$ cat src/rtl/dwrr_pkg.sv
// Shared types, defaults and saturating arithmetic for the DWRR credit path.
package dwrr_pkg;

   localparam int DEF_FLOW_W       = 3;
   localparam int DEF_MAX_CREDIT_W = 3;
   localparam int CREDIT_MAX       = (1 << DEF_MAX_CREDIT_W) - 1;

   typedef logic [DEF_FLOW_W-1:0]       flow_t;
   typedef logic [DEF_MAX_CREDIT_W-1:0] credit_t;

   // base + inc - dec, clamped to max; operands are zero-extended so the
   // intermediate never wraps for any legal credit width.
   function automatic logic [15:0] sat_add(input logic [15:0] base,
                                           input logic [15:0] inc,
                                           input logic        dec,
                                           input logic [15:0] max);
      logic [15:0] s;
      s = base + inc - {15'd0, dec};
      return (s > max) ? max : s;
   endfunction

endpackage

$ cat src/rtl/dwrr_req_delay.sv
// Valid-bit delay line matching the credit-order table read latency.
module dwrr_req_delay #(
   parameter int STAGES = 3
) (
   input  logic clk,
   input  logic rstn,
   input  logic din,
   output logic dout
);

   logic [STAGES:0] vld_pipe;

   assign vld_pipe[0] = din;
   assign dout        = vld_pipe[STAGES];

   always_ff @(posedge clk) begin
      if (!rstn) vld_pipe[STAGES:1] <= '0;
      else       vld_pipe[STAGES:1] <= vld_pipe[STAGES-1:0];
   end

endmodule

$ cat src/rtl/dwrr_credit_ctrl.sv
// Per-flow credit counters: replenish on credit-order table return, debit on
// grant, registered lookup, and single-cycle error pulses.
module dwrr_credit_ctrl
   import dwrr_pkg::*;
#(
   parameter int FLOW_W       = DEF_FLOW_W,
   parameter int MAX_CREDIT_W = DEF_MAX_CREDIT_W,
   parameter int QUANTUM      = 1,
   parameter int ORDER_LAT    = 3
) (
   input  logic                    clk,
   input  logic                    rstn,
   input  logic                    order_init_done,
   output logic                    order_rd_req,
   input  logic [FLOW_W-1:0]       order_rd_flow,
   input  logic                    packet_tlast,
   input  logic [FLOW_W-1:0]       flow_check,
   output logic [MAX_CREDIT_W-1:0] flow_credit_value,
   input  logic                    consume_credit_valid,
   input  logic [FLOW_W-1:0]       consume_credit_flow,
   output logic                    ready,
   output logic                    credit_underflow,
   output logic                    tlast_dropped
);

   localparam int          NUM_FLOWS = 1 << FLOW_W;
   localparam logic [15:0] CMAX      = 16'((1 << MAX_CREDIT_W) - 1);

   logic [NUM_FLOWS-1:0][MAX_CREDIT_W-1:0] credit, credit_nxt;
   logic                                   rep_vld;

   dwrr_req_delay #(.STAGES(ORDER_LAT)) u_req_delay (
      .clk  (clk),
      .rstn (rstn),
      .din  (order_rd_req),
      .dout (rep_vld)
   );

   for (genvar i = 0; i < NUM_FLOWS; i++) begin : g_flow
      logic        rep, deb;
      logic [15:0] nxt;

      assign rep = rep_vld && (order_rd_flow == FLOW_W'(i));
      assign deb = consume_credit_valid && (consume_credit_flow == FLOW_W'(i));

      // A same-cycle debit folds into the replenish sum before saturation.
      always_comb begin
         nxt = 16'(credit[i]);
         if (rep)
            nxt = sat_add(16'(credit[i]), 16'(QUANTUM), deb, CMAX);
         else if (deb && credit[i] != '0)
            nxt = 16'(credit[i]) - 16'd1;
      end

      assign credit_nxt[i] = nxt[MAX_CREDIT_W-1:0];
   end

   always_ff @(posedge clk) begin
      if (!rstn) begin
         credit            <= '0;
         ready             <= 1'b0;
         order_rd_req      <= 1'b0;
         tlast_dropped     <= 1'b0;
         credit_underflow  <= 1'b0;
         flow_credit_value <= '0;
      end else begin
         credit            <= credit_nxt;
         ready             <= order_init_done;
         order_rd_req      <= packet_tlast & ready;
         tlast_dropped     <= packet_tlast & ~ready;
         flow_credit_value <= credit[flow_check];
         credit_underflow  <= consume_credit_valid
                              && (credit[consume_credit_flow] == '0)
                              && !(rep_vld && (order_rd_flow == consume_credit_flow));
      end
   end

endmodule
$ cat config.mk
export PLATFORM = sky130hd
export DESIGN_NAME = dwrr_credit_ctrl
export DESIGN_NICKNAME = d
export VERILOG_FILES = /design/src/rtl/dwrr_pkg.sv /design/src/rtl/dwrr_req_delay.sv /design/src/rtl/dwrr_credit_ctrl.sv
export SDC_FILE = /design/constraint.sdc
export NUM_CORES = 1
export LEC_CHECK = 0
export ABC_CLOCK_PERIOD_IN_PS = 4750
export CORE_UTILIZATION = 44
export DETAILED_ROUTE_END_ITERATION = 8
export SLEW_MARGIN = 20
export SYNTH_ARGS = -nofsm -noshare
export SYNTH_HDL_FRONTEND = slang
export SYNTH_SLANG_ARGS = --single-unit
$ cat constraint.sdc
create_clock -name clk -period 4.75 [get_ports clk]
set_input_delay 0.95 -clock clk [delete_from_list [all_inputs] [get_ports clk]]
set_output_delay 0.95 -clock clk [all_outputs]
set_load 0.01 [all_outputs]
==> qor.csv, run 1 <==
stage;metric;value;unit
placement;dp_slack;1.36;ns
yosys;syn_area;2570;sq um
run;cap_violations;0;
die;die_area;6150;sq um
worst_setup_path;reg2reg_slack;3.09;ns
worst_hold_path;hp-class;reg -> reg;
yosys;async_flop_share;0;%
yosys;synth-seq-cells;34;
worst_setup_path;end_kind;register;
worst_setup_path;path_max_fanout;16;
drt;drtIter0Drc;98;
worst_setup_path;worstRegToRegCells;5;
worst_setup_path;crit_type;in -> reg;
yosys;synth-edff-count;0;
clock_tree;cts_tree;built;
yosys;yosys.area.top_type_share;26.5;%
clock_tree;cts_max_level;2;
die;core_area;5570;sq um
placement;place_inst;343;
worst_setup_path;arrival;3.24;ns
drt;wl_per_cell;15.6;um
drt;wirelength;5.47;mm
worst_hold_path;min_path_cells;1;
yosys;synth.mux.area_fraction;10.2;%
power_and_ir_drop;p_per_area;232;nW/um^2
drt;antenna_left;0;
worst_setup_path;cp.required;4.90;ns
clock_tree;postCtsSetupBuffers;0;
clock_tree;cts_inserted_buffers;5;
sta;fin_crit;3.09;ns
final_layout;fillers;523;
clock_tree;cts_resized;0;
grt;track_usage;19.7;%
sta;rsz0062_at_grt;false;
placement;port_buffers;20;
yosys;synthAdderAreaFrac;17.5;%
drt;drc;0;
clock_tree;cts-root-buf;clkbuf_8;
grt;antenna_found_initial;0;
power_and_ir_drop;vdd_drop_max;0.130;mV
sta;slew-limit-headroom;57.6;%
final_layout;fin_nets;328;
grt;grt_overflow;0;
sta;finalHoldViolations;0;
power_and_ir_drop;p_leak;1.08;nW
clock_tree;clock_sinks;34;
yosys;yosys.area_share.simple;15.6;%
drt;vias_per_cell;5.69;
grt;grt_pass1_wl;9.47;mm
final_layout;multi_input_area;1690;sq um
die;fp.dieW;78.4;um
drt;vias;1996;
yosys;synth-compound-area-share;18.0;%
final_layout;seq_area;681;sq um
sta;setup_viol;0;
sta;worst_slew_pin_slew;0.633;ns
final_layout;drive_gt1_share;12.9;%
worst_hold_path;hold_path.startpoint;ready;
yosys;synth_warnings;0;
grt;grt_max_degree;18;
worst_setup_path;r2r-start;credit[9];
placement;gp_congestion;0.779;
sta;setup_ws;1.66;ns
sta;timing.fmax;0.323;GHz
die;io_pins;21;
yosys;synthCells;263;
clock_tree;clockBufferDepth;2;
yosys;synth_top_family_by_area;compound AO/OA/AOI/OAI gates;
yosys;ys_top_cells_by_area;dfxtp_1 (26%), ha_1 (18%), a211oi_1 (8.8%), mux4_2 (5.3%), inv_1 (4.7%);
grt;grt_pass1_vias;1981;
final_layout;final_util;52.7;%
yosys;synth_top_cell_by_area;dfxtp_1;
die;die_h;78.4;um
die;row_count;27;
clock_tree;clkLatencyLatePin;0.29;ns
clock_tree;path_clk_slew;0.07;ns
yosys;syn-num-nets;313;
yosys;synth_xor_area_share;4.43;%
yosys;synth.distinct_cells;49;
clock_tree;cts_hold_buf;0;
drt;drt-pass1-iter-count;4;
placement;dp_hpwl;4.07;mm
final_layout;n_antenna_cell;0;
worst_hold_path;hold_path_end;tlast_dropped;
sta;holdWs;0.430;ns
sta;tns;0;ns
die;floorplan.initialDensity;46.1;%
final_layout;finalNonFillerCells;351;
worst_setup_path;reg2reg_to;credit[10];
sta;maxSlewViolCount;0;
yosys;synth_ff_type;dfxtp_1;
yosys;syn_avg_cell_area;9.77;sq um
worst_setup_path;startpoint_type;input port;
yosys;synth_commonest_cells;ha_1 (36), dfxtp_1 (34), inv_1 (32);
final_layout;area_growth;14.3;%
yosys;synth_most_common_cell;ha_1;
sta;period_share;65.1;%
yosys;seq_area_frac_synth;26.5;%
status;status;completed;
sta;fin_skew;0.00877;ns
-- power breakdown --
part	total, mW	internal [mW]	switching [mW]
Combinational	0.0545	0.0261	0.0284
Clock	0.338	0.224	0.114
Sequential	0.288	0.287	0.00116
-- critical path: stages --
cell and delay, ns:
clkdlybuf4s50_1 0.72, nor4b_4 0.46, inv_1 0.07, ha_1 0.19
ha_1 0.21, ha_1 0.28, nand3_1 0.06, a211oi_1 0.23
a211oi_1 0.07
-- metal layers --
| layer | vias up | GRT usage [%] | wire length (um) |
|---|---|---|---|
| met5 | - | 0 | 0 |
| met4 | 0 | 7.41 | 110 |
| met3 | 11 | 3.60 | 145 |
| met2 | 25 | 30.8 | 2460 |
| met1 | 946 | 27.0 | 2750 |
| li1 | 1014 | - | - |
-- state kept, by name, indices dropped and copies added (netlist names) --
signal                count
ready                     1
credit_underflow          1
u_req_delay.dout          1
order_rd_req              1
u_req_delay.vld_pipe      2
flow_credit_value         3
tlast_dropped             1
credit                   24
-- area by class of cell --
| cell class | count | area share (%) |
|---|---|---|
| clock buffer | 6 | 2.81 |
| clock inverter | 2 | 2.05 |
| inverter | 33 | 4.22 |
| multi-input combinational | 183 | 57.6 |
| sequential | 34 | 23.2 |
| tap | 72 | 3.07 |
| timing repair buffer | 21 | 7.08 |
-- logic make-up after synthesis --
kind of cell             after synthesis
AO/OA/AOI/OAI                         60
AND/OR/NAND/NOR                       57
buffers and inverters                 46
adder cells (fa/ha/maj)               36
flip-flops                            34
multiplexers                          17
XOR/XNOR                              13
-- worst max-delay path by stage --
stage,start,endpoint,slack [ns],depth (start not counted)
after global routing,consume_credit_flow[0],credit[2],1.52,9
after global placement,consume_credit_flow[0],credit[2],1.43,9
final,consume_credit_flow[0],credit[2],1.66,9
after floorplan,consume_credit_valid,credit[2],2.20,9
after detailed placement,consume_credit_flow[0],credit[2],1.36,9
after CTS,consume_credit_flow[0],credit[2],1.68,9
-- cell usage in the layout (no fill, tap or decap), drive strengths merged, types with 4 or more instances in the layout --
cell type      Yosys  final
a211oi            30     30
a21oi              8      8
a31o               4      4
and2               5      5
and3               5      5
clkbuf             8      6
clkdlybuf4s50      0     20
dfxtp             34     34
ha                36     36
inv               32     32
mux2               8      8
mux4               6      6
nand2              5      5
nand3              6      6
nand4              8      8
nand4b             6      6
nor2               6      6
o21ai              5      5
o31ai              5      5
xnor2             11     11
-- metrics by stage --
step / total power, mW / area [sq um]
after floorplan: 0.328 / 2570
after global placement: 0.349 / 2790
after detailed placement: 0.349 / 2790
after CTS: 0.688 / 2940
after global routing: 0.706 / 2940
final: 0.681 / 2940
Note: power is estimated with default switching activity, not from simulation.
==> run 2, diff against run 1 <==
Settings changed: ABC_CLOCK_PERIOD_IN_PS 4750 to 2850.
Clock period 4.75 ns to 2.85 ns, I/O delays scaled along.
==> run 2 against run 1 <==
Compared with the run above:
- combinational power increased by 81%
- register-to-register slack got worse by 1.9 ns
- wire length decreased by 0.71%
- clock skew shrank 0.0037 ns
- critical path type unchanged
- largest cell class unchanged
==> qor.csv, run 2 (same netlist as run 1, synthesis figures left out) <==
stage;metric;value;unit
worst_setup_path;crit_type;in -> reg;
sta;maxSlewViolCount;0;
final_layout;finalNonFillerCells;358;
drt;wirelength;5.43;mm
final_layout;fillers;526;
drt;vias;2010;
grt;grt_overflow;0;
final_layout;n_antenna_cell;0;
power_and_ir_drop;vdd_drop_max;0.155;mV
worst_setup_path;cpMostUsedCell;ha_1;
drt;antenna_left;0;
clock_tree;path_clk_slew;0.07;ns
drt;drc;0;
final_layout;mostFrequentLayoutCells;ha_1 (36), dfxtp_1 (34), inv_1 (32);
drt;wl_per_cell;15.2;um
clock_tree;clock_sinks;34;
worst_hold_path;hp-class;reg -> reg;
worst_setup_path;crit_slowest_cell;clkdlybuf4s50_1;
die;die_area;6150;sq um
sta;setup_viol;0;
sta;worst_slew_pin_slew;0.575;ns
final_layout;fin_nets;336;
placement;place_inst;351;
final_layout;area_growth;14.1;%
worst_setup_path;startpoint_type;input port;
placement;port_buffers;20;
clock_tree;cts_resized;0;
grt;grt_max_degree;18;
run;cap_violations;0;
worst_setup_path;reg2reg_slack;1.19;ns
status;status;completed;
clock_tree;postCtsSetupBuffers;0;
worst_setup_path;critPathTopFamily;adder cells;
die;floorplan.initialDensity;46.1;%
power_and_ir_drop;p_per_area;315;nW/um^2
final_layout;final_common_cell;ha_1;
sta;setup_ws;0.440;ns
grt;grt_pass1_wl;9.20;mm
worst_setup_path;path_max_fanout;7;
worst_setup_path;end_kind;register;
clock_tree;cts_tree;built;
sta;timing.fmax;0.415;GHz
die;io_pins;21;
die;core_area;5570;sq um
drt;drt-pass1-iter-count;4;
final_layout;reg_top3;credit x24, flow_credit_value x3, u_req_delay.vld_pipe x2;
sta;finalHoldViolations;0;
power_and_ir_drop;finalPower;0.924;mW
grt;track_usage;19.5;%
clock_tree;cts_inserted_buffers;5;
worst_setup_path;cp.required;3.00;ns
die;fp.dieW;78.4;um
worst_setup_path;slowest_delay;0.57;ns
clock_tree;cts_max_level;2;
clock_tree;clkLatencyLatePin;0.29;ns
final_layout;regMostFlops;credit;
clock_tree;cts_hold_buf;0;
clock_tree;clockBufferDepth;2;
sta;fin_crit;2.41;ns
clock_tree;cts-root-buf;clkbuf_8;
sta;period_share;84.6;%
placement;gp_congestion;0.784;
placement;dp_hpwl;4.06;mm
grt;grt_pass1_vias;1874;
grt;antenna_found_initial;0;
power_and_ir_drop;p_leak;1.10;nW
placement;dp_slack;0.140;ns
drt;drtIter0Drc;96;
sta;slew-limit-headroom;61.4;%
worst_setup_path;arrival;2.56;ns
worst_setup_path;critical_path.cell_chain;clkdlybuf4s50_1 > nor4b_4 > inv_1 > ha_1 > ha_1 > ha_1 > nand3_1 > a211oi_1 > a211oi_1;
final_layout;drive_gt1_share;15.0;%
worst_setup_path;critPathBufInv;2;
sta;fin_skew;0.00509;ns
die;row_count;27;
final_layout;largest_reg_flops;24;
die;die_h;78.4;um
sta;tns;0;ns
drt;vias_per_cell;5.61;
sta;rsz0062_at_grt;false;
==> run 2: report_power, final <==
part	switching, mW	internal, mW	total [mW]
Combinational	0.0488	0.0500	0.0988
Sequential	0.00192	0.478	0.480
Clock	0.181	0.164	0.345
==> run 2: area by class of cell <==
class                           instances  area, sq um  share of cell area [%]
Multi-Input combinational cell        183         1690                    57.7
Sequential cell                        34          681                    23.2
Timing Repair Buffer                   29          268                    9.13
Inverter                               33          124                    4.23
Tap cell                               72         90.1                    3.07
Clock buffer                            5         68.8                    2.35
Clock inverter                          2         10.0                   0.341
==> run 2: worst reg2reg max path, stage by stage (launching register included) <==
cell and delay [ns]:
dfxtp_1 0.43, inv_1 0.09, ha_1 0.22, a21oi_2 0.23, mux2_2 0.37, a211oi_1 0.23
==> run 2: worst paths after layout <==
check | startpoint | end | depth (start not counted)
worst min-delay path | ready | tlast_dropped | 1
worst min register to register | ready | tlast_dropped | 1
worst max register to register | credit[15] | credit[16] | 5
worst max-delay path | consume_credit_flow[1] | credit[2] | 9
==> run 2: stage by stage <==
step	utilization [%]	hold slack, ns	area, sq um
2_1_floorplan	-	0.412	2570
3_3_place_gp	51.2	0.416	2850
3_5_place_dp	51.2	0.427	2850
4_1_cts	52.6	0.437	2930
5_1_grt	52.6	0.453	2930
6_report	52.6	0.436	2930
==> run 2: metal layers <==
| metal | up-vias | global-route usage, % | share of wire, % |
|---|---|---|---|
| met2 | 29 | 30.9 | 45 |
| met5 | - | 0 | 0 |
| met1 | 941 | 26.6 | 51 |
| met4 | 0 | 6.30 | 1.1 |
| met3 | 6 | 3.84 | 2.9 |
| li1 | 1034 | - | - |
==> run 3, diff against run 2 <==
Settings changed: ABC_CLOCK_PERIOD_IN_PS 2850 to 2500.
Clock period 2.85 ns to 2.5 ns, I/O delays scaled along.
==> run 3 against run 2 <==
Compared with the run above:
- wire length is 4.5% higher
- power increased by 20%
- count of clock-buffer cells in the layout rose by 1
- critical path depth stayed put
- core utilization is 2.3 points higher
- final cell count increased by 4.5%
- critical path type unchanged
- largest power group unchanged
==> qor.csv, run 3 (same netlist as run 1, synthesis figures left out) <==
stage;metric;value;unit
worst_setup_path;arrival;2.46;ns
final_layout;finalNonFillerCells;374;
clock_tree;path_clk_slew;0.07;ns
worst_setup_path;slowest_delay;0.49;ns
grt;track_usage;20.4;%
grt;antenna_found_initial;0;
clock_tree;cts_inserted_buffers;5;
final_layout;reg_top3;credit x24, flow_credit_value x3, u_req_delay.vld_pipe x2;
sta;period_share;92.3;%
clock_tree;clkLatencyLatePin;0.30;ns
sta;worst_slew_pin_slew;0.562;ns
die;row_count;27;
drt;antenna_left;0;
worst_setup_path;end_kind;register;
worst_setup_path;crit_type;in -> reg;
die;die_area;6150;sq um
worst_hold_path;min_path_cells;1;
power_and_ir_drop;vdd_drop_max;0.202;mV
clock_tree;cts_max_level;2;
final_layout;fin_nets;351;
sta;slew-limit-headroom;62.3;%
power_and_ir_drop;pwr-share-seq;49.2;%
worst_setup_path;r2r-start;credit[21];
drt;vias;2116;
die;floorplan.initialDensity;46.1;%
final_layout;area_growth;19.1;%
clock_tree;cts-root-buf;clkbuf_8;
drt;drtIter0Drc;89;
placement;place_inst;366;
worst_setup_path;startpoint_type;input port;
clock_tree;clockBufferDepth;2;
status;status;completed;
clock_tree;postCtsSetupBuffers;0;
grt;grt_max_degree;18;
final_layout;mostFrequentLayoutCells;ha_1 (36), dfxtp_1 (34), inv_1 (32);
grt;grt_pass1_wl;9.65;mm
final_layout;multi_input_area;1690;sq um
worst_setup_path;path_max_fanout;4;
worst_setup_path;worstRegToRegCells;5;
worst_hold_path;hp-class;reg -> reg;
power_and_ir_drop;clockPowerShare;39.7;%
grt;grt_pass1_vias;2090;
worst_setup_path;cpMostUsedCell;ha_1;
power_and_ir_drop;combPwrFrac;11.1;%
drt;wirelength;5.67;mm
sta;finalHoldViolations;0;
clock_tree;cts_hold_buf;0;
clock_tree;clock_sinks;34;
die;core_area;5570;sq um
worst_setup_path;critical_path.cell_chain;clkdlybuf4s50_1 > nor4b_4 > inv_1 > ha_1 > ha_1 > ha_1 > nand3_1 > a211oi_1 > a211oi_1;
sta;rsz0062_at_grt;false;
sta;timing.fmax;0.434;GHz
die;io_pins;21;
run;cap_violations;0;
worst_hold_path;hold_path.startpoint;ready;
final_layout;drive_gt1_share;19.5;%
worst_setup_path;reg2reg_to;credit[22];
final_layout;final_common_cell;ha_1;
power_and_ir_drop;p_per_area;364;nW/um^2
final_layout;stdcell_area;3060;sq um
clock_tree;cts_tree;built;
final_layout;largest_reg_flops;24;
power_and_ir_drop;swShare;25.2;%
placement;gp_congestion;0.839;
power_and_ir_drop;p_switching;0.280;mW
placement;dp_hpwl;4.33;mm
die;fp.dieW;78.4;um
grt;grt_overflow;0;
final_layout;fillers;521;
power_and_ir_drop;finalPower;1.11;mW
sta;setup_viol;0;
worst_setup_path;reg2reg_slack;0.90;ns
drt;drt-pass1-iter-count;4;
sta;maxSlewViolCount;0;
worst_setup_path;crit_slowest_cell;clkdlybuf4s50_1;
final_layout;seq_area;681;sq um
sta;fin_skew;0.0109;ns
final_layout;final_util;54.9;%
sta;fin_crit;2.31;ns
sta;tns;0;ns
power_and_ir_drop;intPower;0.833;mW
placement;port_buffers;20;
final_layout;regMostFlops;credit;
die;die_h;78.4;um
drt;wl_per_cell;15.2;um
power_and_ir_drop;p_leak;1.17;nW
worst_hold_path;hold_path_end;tlast_dropped;
final_layout;n_antenna_cell;0;
drt;vias_per_cell;5.66;
clock_tree;cts_resized;0;
worst_setup_path;cp.required;2.65;ns
drt;drc;0;
placement;post_dp_cell_area;2970;sq um
## run 3: changes by cell type in the layout (fill, tap and decap cells not counted), sizes merged
cell,delta
buf,+15
clkinvlp,+1
clkinv,-1
clkbuf,+1
## run 3: worst max-delay path: cells and delay by family
family                     cells  cell delay (ns)
buffers and inverters          2             0.57
AOI/OAI and AO/OA              2             0.33
adders and majority gates      3             0.66
and+or+nand+nor                2             0.40
## run 3: power groups by stage
stage	combinational (mW)	sequential [mW]	clock [mW]
final	0.124	0.548	0.442
after global routing	0.133	0.548	0.479
after CTS	0.124	0.547	0.455
after detailed placement	0.124	0.560	0
after global placement	0.124	0.560	0
after floorplan	0.0629	0.561	0
## run 3: per-layer routing
metal / global-route usage [%] / wire, um / vias to the layer above
li1: - / - / 1059
met1: 27.7 / 2760 / 1007
met2: 31.4 / 2520 / 37
met3: 3.37 / 248 / 13
met4: 9.44 / 144 / 0
met5: 0 / 0 / -
## run 3: area by class of cell
cell class	instances	share of cell area (%)
well taps	72	2.94
inverters	33	4.05
repair buffers	44	12.4
multi-input cells	183	55.2
flip-flops and latches	34	22.2
clock buffers	6	2.70
clock inverters	2	0.409
## run 3: stage by stage
stage | hold slack, ns | worst slack, ns
2_1_floorplan | 0.412 | 0.404
3_3_place_gp | 0.414 | -0.0466
3_5_place_dp | 0.427 | -0.0961
4_1_cts | 0.438 | 0.201
5_1_grt | 0.467 | 0.104
6_report | 0.437 | 0.194
## run 3: worst max path at each step
stage	startpoint	to	slack [ns]
2_1_floorplan	consume_credit_valid	credit[2]	0.40
3_3_place_gp	consume_credit_flow[1]	credit[14]	-0.05
3_5_place_dp	consume_credit_flow[1]	credit[2]	-0.1
4_1_cts	consume_credit_flow[1]	credit[2]	0.20
5_1_grt	consume_credit_flow[1]	credit[2]	0.10
6_report	consume_credit_flow[1]	credit[2]	0.19
